File: src/rtl/ex_stage.sv
// Execute stage: ID/EX latch, ALU, branch/jump resolution and EX/MEM register.
// Taken control transfers raise EX_flush for FLUSH_CYCLES cycles and pulse pc_redirect.
module ex_stage #(
    parameter int XLEN         = 32,
    parameter int FLUSH_CYCLES = 2
) (
    input  logic            clk,
    input  logic            rst,
    input  logic            stall,
    input  logic            id_valid,
    input  logic [3:0]      ALU_op,
    input  logic            id_is_branch,
    input  logic [XLEN-1:0] id_operand_a,
    input  logic [XLEN-1:0] id_operand_b,
    input  logic [XLEN-1:0] id_pc,
    input  logic [XLEN-1:0] id_imm,
    input  logic [XLEN-1:0] id_store_data,
    input  logic [4:0]      id_rd,
    input  logic            id_reg_write,
    input  logic            id_mem_read,
    input  logic            id_mem_write,
    output logic            ex_valid,
    output logic [XLEN-1:0] ex_result,
    output logic [XLEN-1:0] ex_store_data,
    output logic [4:0]      ex_rd,
    output logic            ex_reg_write,
    output logic            ex_mem_read,
    output logic            ex_mem_write,
    output logic            EX_flush,
    output logic            pc_redirect,
    output logic [XLEN-1:0] redirect_target
);

    localparam int CW = (FLUSH_CYCLES < 2) ? 1 : $clog2(FLUSH_CYCLES);

    typedef enum logic [3:0] {
        OP_ADD  = 4'd0,
        OP_SUB  = 4'd1,
        OP_AND  = 4'd2,
        OP_OR   = 4'd3,
        OP_XOR  = 4'd4,
        OP_LT   = 4'd5,
        OP_JUMP = 4'd6,
        OP_SLL  = 4'd7,
        OP_SRL  = 4'd8,
        OP_NOPE = 4'd9
    } alu_op_e;

    typedef struct packed {
        logic            valid;
        logic [3:0]      op;
        logic            br;
        logic [XLEN-1:0] a;
        logic [XLEN-1:0] b;
        logic [XLEN-1:0] pc;
        logic [XLEN-1:0] imm;
        logic [XLEN-1:0] sd;
        logic [4:0]      rd;
        logic            rw;
        logic            mr;
        logic            mw;
    } lat_t;

    typedef struct packed {
        logic            valid;
        logic [XLEN-1:0] res;
        logic [XLEN-1:0] sd;
        logic [4:0]      rd;
        logic            rw;
        logic            mr;
        logic            mw;
    } exm_t;

    lat_t            lat_q, lat_d, bubble;
    exm_t            exm_q, exm_d;
    logic [CW-1:0]   cnt_q, cnt_d;
    logic [XLEN-1:0] res;
    logic            op_def;
    logic            is_jump;
    logic            taken;
    logic            flush;

    // ALU on latched operands; undefined encodings fall into the bubble path
    always_comb begin
        res    = '0;
        op_def = 1'b1;
        unique case (lat_q.op)
            OP_ADD:  res = lat_q.a + lat_q.b;
            OP_SUB:  res = lat_q.a - lat_q.b;
            OP_AND:  res = lat_q.a & lat_q.b;
            OP_OR:   res = lat_q.a | lat_q.b;
            OP_XOR:  res = lat_q.a ^ lat_q.b;
            OP_LT:   res = {{(XLEN-1){1'b0}},
                            $signed(lat_q.a) < $signed(lat_q.b)};
            OP_JUMP: res = lat_q.pc + XLEN'(4);
            OP_SLL:  res = lat_q.a << lat_q.b[4:0];
            OP_SRL:  res = lat_q.a >> lat_q.b[4:0];
            default: op_def = 1'b0;
        endcase
    end

    always_comb begin
        is_jump = lat_q.op == OP_JUMP;
        taken   = lat_q.valid & ~stall &
                  (is_jump |
                   (lat_q.br &
                    (((lat_q.op == OP_SUB) & (res == '0)) |
                     ((lat_q.op == OP_LT) & res[0]))));
        flush   = taken | (cnt_q != '0);
    end

    always_comb begin
        cnt_d = cnt_q;
        if (taken)
            cnt_d = CW'(FLUSH_CYCLES - 1);
        else if (!stall && cnt_q != '0)
            cnt_d = cnt_q - CW'(1);
    end

    always_comb begin
        bubble    = '0;
        bubble.op = OP_NOPE;
        lat_d     = lat_q;
        if (!stall) begin
            if (flush) begin
                lat_d = bubble;
            end else begin
                lat_d.valid = id_valid;
                lat_d.op    = ALU_op;
                lat_d.br    = id_is_branch;
                lat_d.a     = id_operand_a;
                lat_d.b     = id_operand_b;
                lat_d.pc    = id_pc;
                lat_d.imm   = id_imm;
                lat_d.sd    = id_store_data;
                lat_d.rd    = id_rd;
                lat_d.rw    = id_reg_write;
                lat_d.mr    = id_mem_read;
                lat_d.mw    = id_mem_write;
            end
        end
    end

    // Conditional branches keep their slot but never write anything back
    always_comb begin
        logic live;
        live  = lat_q.valid & op_def;
        exm_d = exm_q;
        if (!stall) begin
            exm_d.valid = live;
            exm_d.res   = res;
            exm_d.sd    = live ? lat_q.sd : '0;
            exm_d.rd    = live ? lat_q.rd : '0;
            exm_d.rw    = live & lat_q.rw & ~lat_q.br;
            exm_d.mr    = live & lat_q.mr & ~lat_q.br;
            exm_d.mw    = live & lat_q.mw & ~lat_q.br;
        end
    end

    always_ff @(posedge clk) begin
        if (rst) begin
            lat_q    <= '0;
            lat_q.op <= OP_NOPE;
            exm_q    <= '0;
            cnt_q    <= '0;
        end else begin
            lat_q <= lat_d;
            exm_q <= exm_d;
            cnt_q <= cnt_d;
        end
    end

    assign ex_valid        = exm_q.valid;
    assign ex_result       = exm_q.res;
    assign ex_store_data   = exm_q.sd;
    assign ex_rd           = exm_q.rd;
    assign ex_reg_write    = exm_q.rw;
    assign ex_mem_read     = exm_q.mr;
    assign ex_mem_write    = exm_q.mw;
    assign EX_flush        = flush;
    assign pc_redirect     = taken;
    assign redirect_target = lat_q.pc + lat_q.imm;

endmodule

File: config.mk
export PLATFORM = sky130hd
export DESIGN_NAME = ex_stage
export DESIGN_NICKNAME = d
export VERILOG_FILES = /design/src/rtl/ex_stage.sv
export SDC_FILE = /design/constraint.sdc
export NUM_CORES = 1
export LEC_CHECK = 0
export CORE_MARGIN = 1
export CORE_UTILIZATION = 52
export CTS_CLUSTER_SIZE = 20
export DETAILED_ROUTE_END_ITERATION = 16
export PLACE_DENSITY_LB_ADDON = 0.25
export SLEW_MARGIN = 10
export SYNTH_ARGS = -nofsm -noshare
export SYNTH_HDL_FRONTEND = slang
export SYNTH_SLANG_ARGS = --single-unit
File: constraint.sdc
create_clock -name clk -period 8.49 [get_ports clk]
set_clock_uncertainty 0.1 [all_clocks]
set_input_delay 0.849 -clock clk [delete_from_list [all_inputs] [get_ports clk]]
set_output_delay 0.849 -clock clk [all_outputs]
set_load 0.005 [all_outputs]
==> summary.txt <==
Status
  – Status: finished, final reports clean

Timing
  – Final setup margin: roughly 0.67 ns
  – Final hold vios: 0
  – Tcrit/Tclk final: around 92%
  – Final setup vio count: 0
  – Hold slack: between 0.3 and 0.4 ns
  – Max_slew headroom: 22.2%
  – RSZ-0062 raised after global routing: false
  – Slew Viols, Final: 0
  – Max Freq: 0.128 GHz
  – Worst slew pin tran: about 1.2 ns
  – Sum of negative setup slack: 0 ns
  – Post-layout min period: around 7.8 ns

Detailed routing
  – Antenna-violating nets left: 0
  – Routed vias/inst: ~7.4
  – Via count: 24900
  – First DRT Iteration DRCs: ~3100
  – Drt pass-1 iters: 8
  – DRC viols: 0
  – Wire per inst: between 30 and 40 um
  – Final wirelength: roughly 100 mm

CTS
  – CTS tree: yes
  – Htree depth: 1
  – Worst-Skew Late Latency: about 0.6 ns
  – Clk slew on worst S/H paths: around 0.060 ns
  – Setup Buffers After CTS: 0
  – Number of CTS-inserted buffers: 29
  – Post-CTS sizing: 0
  – Clk root buf: clkbuf_16
  – Clock Tree Buf Depth: 3
  – # hold bufs at CTS: 0
  – Clock sinks: 248

Worst setup path
  – CP arrival: 6.87 ns
  – Stages on the worst setup path: 15
  – Delay-heaviest family, CP: compound AO/OA/AOI/OAI gates
  – CP max stage delay: between 0.8 and 0.9 ns
  – Crit-path cells: inv_1, ha_1, a211oi_1, o21ai_0, a21oi_2, o41ai_1, nor2_1, or3_1, a211oi_1, and4_1, and4_1, nand4b_1, or2_4, a31oi_1, clkdlybuf4s50_1
  – Reg2Reg Capture Point: lat_q[149]
  – R2r setup slk: 1.94 ns
  – Worst Setup End Kind: primary output
  – Critical path buffer and inverter count: 2
  – Crit Path Class: register to primary output
  – R2r worst-path depth: 15
  – CP max FO: 58
  – Crit. Startpoint: lat_q[105]
  – Slowest CP cell: a211oi_1
  – Worst setup endpoint: EX_flush
  – Worst R2R Start: lat_q[105]
  – Crit start category: register
  – CP required: 7.54 ns

Die
  – Core area: approximately 42000 sq um
  – Starting Density: ~53%
  – Chip width: around 210 um
  – Die Height: between 200 and 250 um
  – DIE AREA: 44100 sq um
  – Io pins: ~280
  – Core Rows: 75

Yosys
  – Netlist cell types: 87
  – Yosys Warn Count: 0
  – Cells after Synth: ~2700
  – EDFF count, synth: 0
  – Synthesis-stage register bit count: ~250
  – Sequential area share after synthesis: 22.1%
  – Netlist Area Pre-Place: between 20000 and 25000 sq um
  – Area leader, netlist: dfxtp_1
  – Synth Net Count: 2972
  – Synth top area cells: dfxtp_1 (22%), a32o_1 (7.7%), a41o_1 (7.7%)
  – Top FF cell, synth: dfxtp_1
  – Yosys top cell area share: 22.1%
  – Syn Area/Cell: roughly 8.4 sq um
  – Ys async rst share: 0%

Placement
  – Port bufs: approximately 280
  – GP Congestion: between 1 and 1.5
  – Place WS: around 1.6 ns
  – DP HPWL: around 74 mm

Power
  – Leakage Power: 10.6 nW
  – Pwr per Cell Area: between 150 and 200 nW/um^2
  – Peak VDD IR: ~0.17 mV

Cells and area
  – Final net count: 3052
  – Sequential cell area: between 4000 and 5000 sq um
  – Most frequent cells in the layout: clkdlybuf4s50_1 (281), dfxtp_1 (244), nor2_1 (235)
  – Commonest non-fill, non-tap cell in the layout: clkdlybuf4s50_1
  – Fillers: about 3700
  – Area of the multi-input gates: 15800 sq um
  – Layout cell share with drive strength beyond 1: roughly 8%
  – Layout area overhead: 16.4%

Global route
  – First-pass GRT wire length: between 150 and 200 mm
  – Pin count of the biggest net entering global routing: about 140
  – Initial antenna violation count: 3
  – Overall routing resource usage: between 40% and 50%
  – Final global-route overflow total: 0
  – Vias in the first global route: 23800

Run
  – MaxCap Viol Count: 0

Worst hold path
  – Worst Hold Class: register to register
## synth_stat cells (10+ instances only)
cell type	instances
a22oi_1	79
o22ai_1	39
inv_1	116
xnor2_1	51
nand2_1	120
mux4_2	57
o21a_1	13
clkbuf_1	213
and2_1	15
buf_1	16
nand2b_1	25
a221o_1	12
nor2_1	236
a32o_1	173
nor4_1	19
and3_1	14
a221oi_1	18
o211ai_1	31
ha_1	129
o21bai_1	13
or3_1	15
dfxtp_1	248
a21oi_1	132
xor2_1	13
nand4_1	19
buf_2	30
mux2_2	17
nand3_1	55
a41o_1	173
mux2i_1	99
a21o_1	26
or2_2	13
buf_6	23
o31ai_1	10
nor3_1	56
a211oi_1	37
nor2b_1	26
o221ai_1	15
o21ai_0	80
a31oi_1	19
## sequential cells by signal, summed over array words and instances (netlist names)
signal and flops:
ex_result 32, ex_store_data 32, cnt_q 1, ex_valid 1, ex_rd 5, ex_mem_read 1, ex_mem_write 1, lat_q 174
ex_reg_write 1
## power breakdown
group	leakage [nW]	total, W	internal, W	switching, W
Clock	0.471	0.00129	0.000721	0.000567
Sequential	2.05	0.00143	0.00127	0.000167
Combinational	8.09	0.00196	0.000807	0.00116
Total	10.6	0.00468	0.00279	0.00189
## how the worst min path moves through the flow
stage | end | cells past startpoint | start | slack [ns]
after floorplan | ex_result[3] | 2 | ex_result[3] | 0.36
after CTS | ex_result[3] | 2 | ex_result[3] | 0.37
final | ex_result[3] | 2 | ex_result[3] | 0.37
after detailed placement | ex_result[3] | 2 | ex_result[3] | 0.36
after global routing | ex_result[3] | 2 | ex_result[3] | 0.39
after global placement | ex_result[3] | 2 | ex_result[3] | 0.35
## stage by stage
step	utilization, %	area [sq um]	total power (W)	cells
finish	61.9	26200	0.00468	3347
global route	61.9	26200	0.00484	3345
CTS	61.8	26200	0.00461	3343
detailed placement	59.6	25200	0.00332	3289
global placement	59.6	25200	0.00330	3289
floorplan	-	22500	0.00259	2663
## area by class of cell
cell class,instances,area share [%]
Clock inverter,18,0.750
Sequential cell,248,19.0
Antenna cell,4,0.0382
Inverter,119,1.72
Clock buffer,36,2.95
Tap cell,577,2.76
Multi-Input combinational cell,2010,60.5
Timing Repair Buffer,335,12.3
## worst min-delay path, delay by kind of cell (launching register included)
kind               cells  cell delay, ns
and+or+nand+nor        1            0.06
AOI/OAI and AO/OA      1            0.05
DFF                    1            0.31
## metal layers
| layer | track usage, % | vias up | share of wire, % |
|---|---|---|---|
| li1 | - | 10700 | - |
| met1 | 56.9 | 12100 | 38 |
| met2 | 68.9 | 1685 | 43 |
| met3 | 11.3 | 414 | 11 |
| met4 | 27.7 | 2 | 7.2 |
| met5 | 1.67 | - | 0.097 |
## cell families after synthesis
group                      Yosys count  synth area share, %
muxes                              173                 11.0
adders and majority gates          132                 7.44
DFF                                248                 22.1
buffers and inverters              405                 7.76
xor gates and xnor gates            64                 2.49
and+or+nand+nor                    655                 14.1
AOI/OAI and AO/OA                  986                 35.2
Power figures use the tool's default switching activity.
